$ cat src/rtl/riscv_pkg.sv
// Shared RISC-V front-end constants and the IF/ID pipeline register layout.
package riscv_pkg;

    localparam int                XLEN               = 32;
    localparam logic [XLEN-1:0]   NOP_INSTR          = 32'h0000_0013;  // addi x0, x0, 0
    localparam logic [XLEN-1:0]   DEFAULT_RESET_PC   = 32'h0000_0000;
    localparam int                DEFAULT_IMEM_WORDS = 1024;

    typedef struct packed {
        logic            valid;
        logic [XLEN-1:0] instr;
        logic [XLEN-1:0] pc;
        logic [XLEN-1:0] pc4;
    } if_id_t;

endpackage

$ cat src/rtl/program_counter.sv
// Fetch PC register: redirect beats sequential advance, otherwise hold.
module program_counter
    import riscv_pkg::*;
#(
    parameter logic [XLEN-1:0] RESET_PC = DEFAULT_RESET_PC
) (
    input  logic            clk,
    input  logic            reset,
    input  logic            redirect_valid,
    input  logic [XLEN-1:0] redirect_pc,
    input  logic            advance,
    output logic [XLEN-1:0] pc,
    output logic [XLEN-1:0] pc_plus4
);

    // Natural 32-bit wrap takes 0xFFFFFFFC back to 0.
    assign pc_plus4 = pc + 32'd4;

    // PC update; redirect targets are forced word-aligned.
    always_ff @(posedge clk or negedge reset) begin
        if (!reset)              pc <= RESET_PC;
        else if (redirect_valid) pc <= redirect_pc & ~32'd3;
        else if (advance)        pc <= pc_plus4;
    end

endmodule

$ cat src/rtl/instruction_fetch.sv
// Instruction fetch stage: drives the PC to imem and holds the IF/ID register.
module instruction_fetch
    import riscv_pkg::*;
#(
    parameter logic [XLEN-1:0] RESET_PC   = DEFAULT_RESET_PC,
    parameter int              IMEM_WORDS = DEFAULT_IMEM_WORDS
) (
    input  logic            clk,
    input  logic            reset,
    output logic [XLEN-1:0] pc_out,
    input  logic [XLEN-1:0] instr_in,
    input  logic            redirect_valid,
    input  logic [XLEN-1:0] redirect_pc,
    input  logic            id_ready,
    output logic            if_id_valid,
    output logic [XLEN-1:0] if_id_instr,
    output logic [XLEN-1:0] if_id_pc,
    output logic [XLEN-1:0] if_id_pc4,
    output logic            fetch_fault
);

    localparam int              AW         = XLEN - 2;
    localparam logic [AW-1:0]   IMEM_LIMIT = AW'(IMEM_WORDS);

    logic [XLEN-1:0] pc;
    logic [XLEN-1:0] pc_plus4;
    logic            advance;
    logic            out_of_range;
    logic            misaligned;
    if_id_t          if_id;

    // A new instruction may enter IF/ID when it is empty or being consumed.
    assign advance      = !if_id.valid || id_ready;
    assign out_of_range = pc[XLEN-1:2] >= IMEM_LIMIT;
    assign misaligned   = redirect_valid && (redirect_pc[1:0] != 2'b00);

    assign pc_out      = pc;
    assign if_id_valid = if_id.valid;
    assign if_id_instr = if_id.instr;
    assign if_id_pc    = if_id.pc;
    assign if_id_pc4   = if_id.pc4;

    program_counter #(.RESET_PC(RESET_PC)) u_pc (
        .clk            (clk),
        .reset          (reset),
        .redirect_valid (redirect_valid),
        .redirect_pc    (redirect_pc),
        .advance        (advance),
        .pc             (pc),
        .pc_plus4       (pc_plus4)
    );

    // IF/ID register: redirect flushes to a bubble, advance captures, else stall.
    always_ff @(posedge clk or negedge reset) begin
        if (!reset) begin
            if_id <= '{valid: 1'b0, instr: NOP_INSTR, pc: RESET_PC, pc4: RESET_PC + 32'd4};
        end else if (redirect_valid) begin
            if_id.valid <= 1'b0;
        end else if (advance) begin
            if_id <= '{valid: 1'b1,
                       instr: out_of_range ? NOP_INSTR : instr_in,
                       pc:    pc,
                       pc4:   pc_plus4};
        end
    end

    // Sticky fault on misaligned redirect or a fetch beyond the end of imem.
    always_ff @(posedge clk or negedge reset) begin
        if (!reset)
            fetch_fault <= 1'b0;
        else if (misaligned || (!redirect_valid && advance && out_of_range))
            fetch_fault <= 1'b1;
    end

endmodule

$ cat config.mk
export PLATFORM = sky130hd
export DESIGN_NAME = instruction_fetch
export DESIGN_NICKNAME = d
export VERILOG_FILES = /design/src/rtl/riscv_pkg.sv /design/src/rtl/program_counter.sv /design/src/rtl/instruction_fetch.sv
export SDC_FILE = /design/constraint.sdc
export NUM_CORES = 1
export LEC_CHECK = 0
export BUFFER_PORTS_ARGS = -buffer_cell sky130_fd_sc_hd__buf_2
export CAP_MARGIN = 20
export CORE_ASPECT_RATIO = 1.5
export CORE_MARGIN = 4
export CORE_UTILIZATION = 45
export DETAILED_ROUTE_END_ITERATION = 10
export PLACE_DENSITY_LB_ADDON = 0.1
export RECOVER_POWER = 100
export SLEW_MARGIN = 25
export SYNTH_ARGS = -nofsm -noshare
export SYNTH_HDL_FRONTEND = slang
export SYNTH_SLANG_ARGS = --single-unit
$ cat constraint.sdc
create_clock -name clk -period 2.6 [get_ports clk]
set_input_delay 0.78 -clock clk [delete_from_list [all_inputs] [get_ports clk]]
set_output_delay 0.78 -clock clk [all_outputs]
set_load 0.01 [all_outputs]
==> After elaboration in Yosys (flattened, before gate mapping) <==
Cells that the tools add are included.
{ "op_classes": {"n_addsub": 1, "n_lt_le_gt_ge": 1, "mux": 5, "bitwise_logic": 1, "reduce_logical": 10} }
{ "op_table": {"columns": ["op", "n"], "rows": [
  ["2-to-1 mux 97 bit", 1],
  ["2-to-1 mux 32 bit", 3],
  ["adder 32 x 3 -> 32 bit, second input constant", 1],
  ["greater-or-equal comparator 30 x 11 -> 1 bit, second input constant", 1],
  ["nonzero test 2 bit", 2],
  ["logical AND 1 bit", 3],
  ["logical NOT 1 bit", 2],
  ["logical OR 1 bit", 2],
  ["AND reduction 2 bit", 1],
  ["2-to-1 mux 1 bit", 1],
  ["NOT 1 bit", 1]
]} }
{ "word_totals": {"regBits": 130, "inputBits": 68, "out_inout_bits": 130, "word_cells": 24} }

==> Logic depth before layout (Yosys ltp) <==
{ "logic_depth": {"word_depth": 5, "mapped_depth": 7} }

==> Cells and area by module <==
From an unflattened synthesis, not the netlist that was laid out.
{ "unflattened": {"cells_unflattened": 579, "hier_area_um2": 6261.0} }
{ "modules_own_cells": {"columns": ["mod", "instances", "cells_each", "area_each_um2", "seq_area_each_um2"], "rows": [
  ["instruction_fetch", 1, 297, 3977.6, 2457.4],
  ["program_counter", 1, 282, 2283.4, 750.7]
]} }

==> Least setup slack after synthesis <==
Ideal clock, no wire load.
{ "synth_timing": {"path_kind": "input-to-reg", "startpoint": "input id_ready", "endpoint": "register u_pc.pc[28]", "arrival_ps": 1847, "t_required_ps": 2517, "setup_slack_ps": 670, "cell_stages": 7, "path_buffers": 2, "path_cell_list": "nor2b_1 > buf_2 > nor4b_2 > buf_4 > nand4_1 > xor2_1 > o21ai_0"} }
{ "synth_between": {"elab_chain_cells": 2} }
{ "synth_lines": {"columns": ["element", "line", "rtl"], "rows": [
  ["start: declaration", "instruction_fetch.sv:14", "input logic id_ready,"],
  ["logical OR 1 bit", "instruction_fetch.sv:33", "assign advance = !if_id.valid || id_ready;"],
  ["nonzero test 2 bit (no source line)", null, null],
  ["end signal: assignment", "program_counter.sv:22", "else if (redirect_valid) pc <= redirect_pc & ~32'd3;"],
  ["end signal: assignment", "program_counter.sv:23", "else if (advance) pc <= pc_plus4;"],
  ["end: declaration", "program_counter.sv:12", "output logic [XLEN-1:0] pc,"]
]} }
No other way between the ends.
A chain may end at the register's enable or synchronous reset.

==> Final worst setup path <==
{ "layout_timing": {"startpoint": "register u_pc.pc[10]", "endpoint": "output pc_out[10]"} }
{ "layout_lines": {"columns": ["element", "line", "rtl"], "rows": [
  ["end: declaration", "instruction_fetch.sv:10", "output logic [XLEN-1:0] pc_out,"]
]} }
No word-level cell between the ends.

==> impl_metrics.csv <==
group,metric,value,unit
worst_hold_path,hp-start,"if_id_instr[0]",
power,p_sw_frac,0.286,
place,place_congestion,0.812,
timing,relSlewSlack,-0.219,
worst_setup_path,arrival,1.40,ns
timing,fin_crit_sh,0.839,
routing,vias,5093,
timing,setup_tns,0,ns
run_status,violations,"max-capacitance violations, max-slew violations",
timing,finalCriticalPeriod,2.18,ns
logic_synthesis,yosysMostFrequentCell,"nand2_1",
layout,nNetsFinal,900,
logic_synthesis,synthArstFlopShare,1.00,
timing,setup_ws,0.419,ns
timing,rsz0062_at_grt,"no",
timing,hold_viol_final,0,
power,intPower,3.85,mW
layout,antenna_cells,0,
worst_setup_path,crit_type,"flip-flop to output pin",
clock_tree,clock_path_buffers,2,
floorplanning,io_pins,198,
worst_setup_path,r2r_start,"u_pc.pc[6]",
routing,routed_wirelength,16200,um
routing,via_per_inst,5.10,
grt,antenna_found_initial,0,
logic_synthesis,synth_enable_flop_cells,0,
power,seqPwrFrac,0.429,
logic_synthesis,synthTopCellsByCount,"nand2_1 (224), dfrtp_1 (120), o21ai_0 (79), xor2_1 (37), clkbuf_1 (29)",
grt,grt_start_max_net_pins,72,
worst_setup_path,crit_path_start_kind,"flip-flop",
logic_synthesis,netlist_top_cells_area,"dfrtp_1 (51%), nand2_1 (14%), o21ai_0 (6.7%)",
logic_synthesis,yosys_warnings,0,
layout,synthToLayoutAreaGrowth,24.5,%
clock_tree,clock_latency,0.41,ns
logic_synthesis,avgSynthCellArea,8.88,um2
clock_tree,postCtsSetupBuffers,0,
run_status,status,"finished with violations",
clock_tree,clk_pin_slew_worst_paths,0.06,ns
worst_setup_path,endpoint_kind,"output pin",
clock_tree,cts_tree,"done",
grt,grt_use_total,0.219,
worst_setup_path,crit_buf_inv,2,
logic_synthesis,yosys_register_bits,124,
clock_tree,cts-root-buf,"clkbuf_16",
place,dp_slack,0.405,ns
floorplanning,start_util,0.464,
routing,ant_nets,0,
power,p_leak,3.25,nW
power,max-vdd-ir-drop,0.404,mV
worst_hold_path,hold_path.class,"flip-flop to flip-flop",
logic_synthesis,synth_area,0.00586,mm2
power,power_switching,1.54,mW
power,clock_power_share,0.437,
place,placed_cells,967,
logic_synthesis,yosysTopAreaCell,"dfrtp_1",
place,port_buffers,191,
grt,grt_pass1_wl,26100,um
routing,drtPass1Iterations,4,
grt,grt_pass1_vias,5153,
floorplanning,num_rows,50,
worst_setup_path,critPathSlowestCell,"dfrtp_1",
timing,skew,0.00919,ns
timing,worst_slew_pin_slew,1.83,ns
floorplanning,core-area,0.0126,mm2
worst_setup_path,crit_path_max_fanout,8,
logic_synthesis,synth_cells,660,
layout,stdcell_count,999,
logic_synthesis,synth-main-ff-cell,"dfrtp_1",
worst_setup_path,r2r-end,"if_id_pc4[25]",
grt,grt-ovfl-total,0,
clock_tree,htreeDepth,4,
worst_setup_path,crit_path_max_incr_delay,0.39,ns
logic_synthesis,synth_top_area_share,0.512,
floorplanning,die_x,101,um
layout,final_area,0.00730,mm2
place,hpwl,11800,um
layout,drive_above_1_share,0.149,
logic_synthesis,yosys.cell_types.count,37,
routing,wire_per_inst,16.2,um
place,postPlaceCellArea,0.00692,mm2
clock_tree,cts_made_buffers,17,
worst_setup_path,crit_family,"buffers and inverters",
power,power_density,738,mW/mm2
clock_tree,clkSinkCount,124,
worst_setup_path,cp_cell_sequence,"clkbuf_1 > buf_2",
timing,max_freq,459,MHz
timing,drv_slew,31,
floorplanning,die_y,148,um
clock_tree,hold_buffers,0,
clock_tree,cts_resized,0,
worst_setup_path,worstPathRequired,1.82,ns
power,combinationalPowerShare,0.134,
job,drv_cap,1,
routing,first_iter_violations,138,
routing,drc,0,
worst_hold_path,hold_end,"if_id_instr[0]",
worst_setup_path,r2r_setup_slack,0.43,ns
worst_setup_path,r2r_cells,6,
logic_synthesis,seq_area_frac_synth,0.530,
floorplanning,die-area,0.0150,mm2
timing,setup_viol,0,
worst_hold_path,hold_depth,2,
## worst min-delay path, cell delays in order (launching register included)
cell	delay (ns)
dfstp_2	0.36
nand2_1	0.04
nand2_1	0.04
## state kept, by name (all words and copies together), names as in the netlist
name         count
u_pc.pc         30
if_id_valid      1
if_id_pc4       30
if_id_instr     32
if_id_pc        30
fetch_fault      1
## cells by family after synthesis
family,count (synthesis),synth area share
buffers and inverters,67,0.0551
AO/OA/AOI/OAI,97,0.0835
other,1,0.000640
AND/OR/NAND/NOR,312,0.241
adder cells (fa/ha/maj),2,0.00427
flip-flops,124,0.530
XOR/XNOR,57,0.0852
## metal layers
metal / wire length (um) / part of all wire / global-route usage
met5: 0 / 0 / 0
met4: 304 / 0.019 / 0.0725
met3: 1010 / 0.062 / 0.0529
met2: 8310 / 0.51 / 0.372
met1: 6570 / 0.41 / 0.270
## through the flow
stage / utilization / power (mW) / hold slack [ns]
floorplan: - / 2.74 / 0.460
global placement: 0.548 / 3.12 / 0.440
detailed placement: 0.548 / 3.14 / 0.446
CTS: 0.595 / 5.50 / 0.311
global route: 0.578 / 5.64 / 0.480
finish: 0.578 / 5.39 / 0.453
## final cells by class
cell class	count	area, um2
Timing Repair Buffer	208	956
Inverter	5	18.8
Tap cell	156	195
Sequential cell	124	3110
Clock inverter	13	141
Fill cell	1232	5340
Clock buffer	19	453
Multi-Input combinational cell	474	2430
## worst max path at each step
stage               depth (start not counted)       endpoint        start
CTS                                         1      pc_out[6]   u_pc.pc[6]
finish                                      2     pc_out[10]  u_pc.pc[10]
global placement                            8    u_pc.pc[16]     id_ready
floorplan                                   7    u_pc.pc[28]     id_ready
global route                                2  if_id_pc4[20]        reset
detailed placement                          7    u_pc.pc[31]     id_ready
## cells in the final DEF, fill, tap and decap left out, types with 2 or more instances in the layout
| master | Yosys | layout |
|---|---|---|
| and2_1 | 3 | 3 |
| and3_1 | 5 | 5 |
| buf_12 | 0 | 4 |
| buf_2 | 19 | 66 |
| buf_4 | 10 | 6 |
| bufinv_16 | 0 | 2 |
| clkbuf_1 | 29 | 128 |
| clkbuf_16 | 0 | 17 |
| clkbuf_2 | 2 | 4 |
| clkbuf_8 | 0 | 2 |
| clkinv_2 | 0 | 2 |
| clkinvlp_4 | 0 | 6 |
| conb_1 | 1 | 6 |
| dfrtp_1 | 120 | 120 |
| dfstp_2 | 4 | 4 |
| ha_1 | 2 | 2 |
| inv_1 | 5 | 5 |
| inv_6 | 0 | 2 |
| nand2_1 | 224 | 224 |
| nand2b_1 | 2 | 2 |
| nand3_1 | 24 | 25 |
| nand4_1 | 14 | 15 |
| nand4_2 | 2 | 2 |
| nor2_1 | 16 | 15 |
| nor3_1 | 2 | 2 |
| nor3_2 | 3 | 3 |
| nor4_1 | 6 | 6 |
| nor4_4 | 2 | 2 |
| o21ai_0 | 79 | 93 |
| o21ai_1 | 16 | 3 |
| xnor2_1 | 20 | 20 |
| xor2_1 | 37 | 37 |
## power by group through the flow
stage,sequential (mW),clock [mW],combinational [mW]
after detailed placement,2.34,0,0.798
after global routing,2.34,2.48,0.820
after floorplan,2.35,0,0.391
final,2.31,2.36,0.724
after CTS,2.31,2.39,0.800
after global placement,2.33,0,0.782
Power figures use the tool's default switching activity.
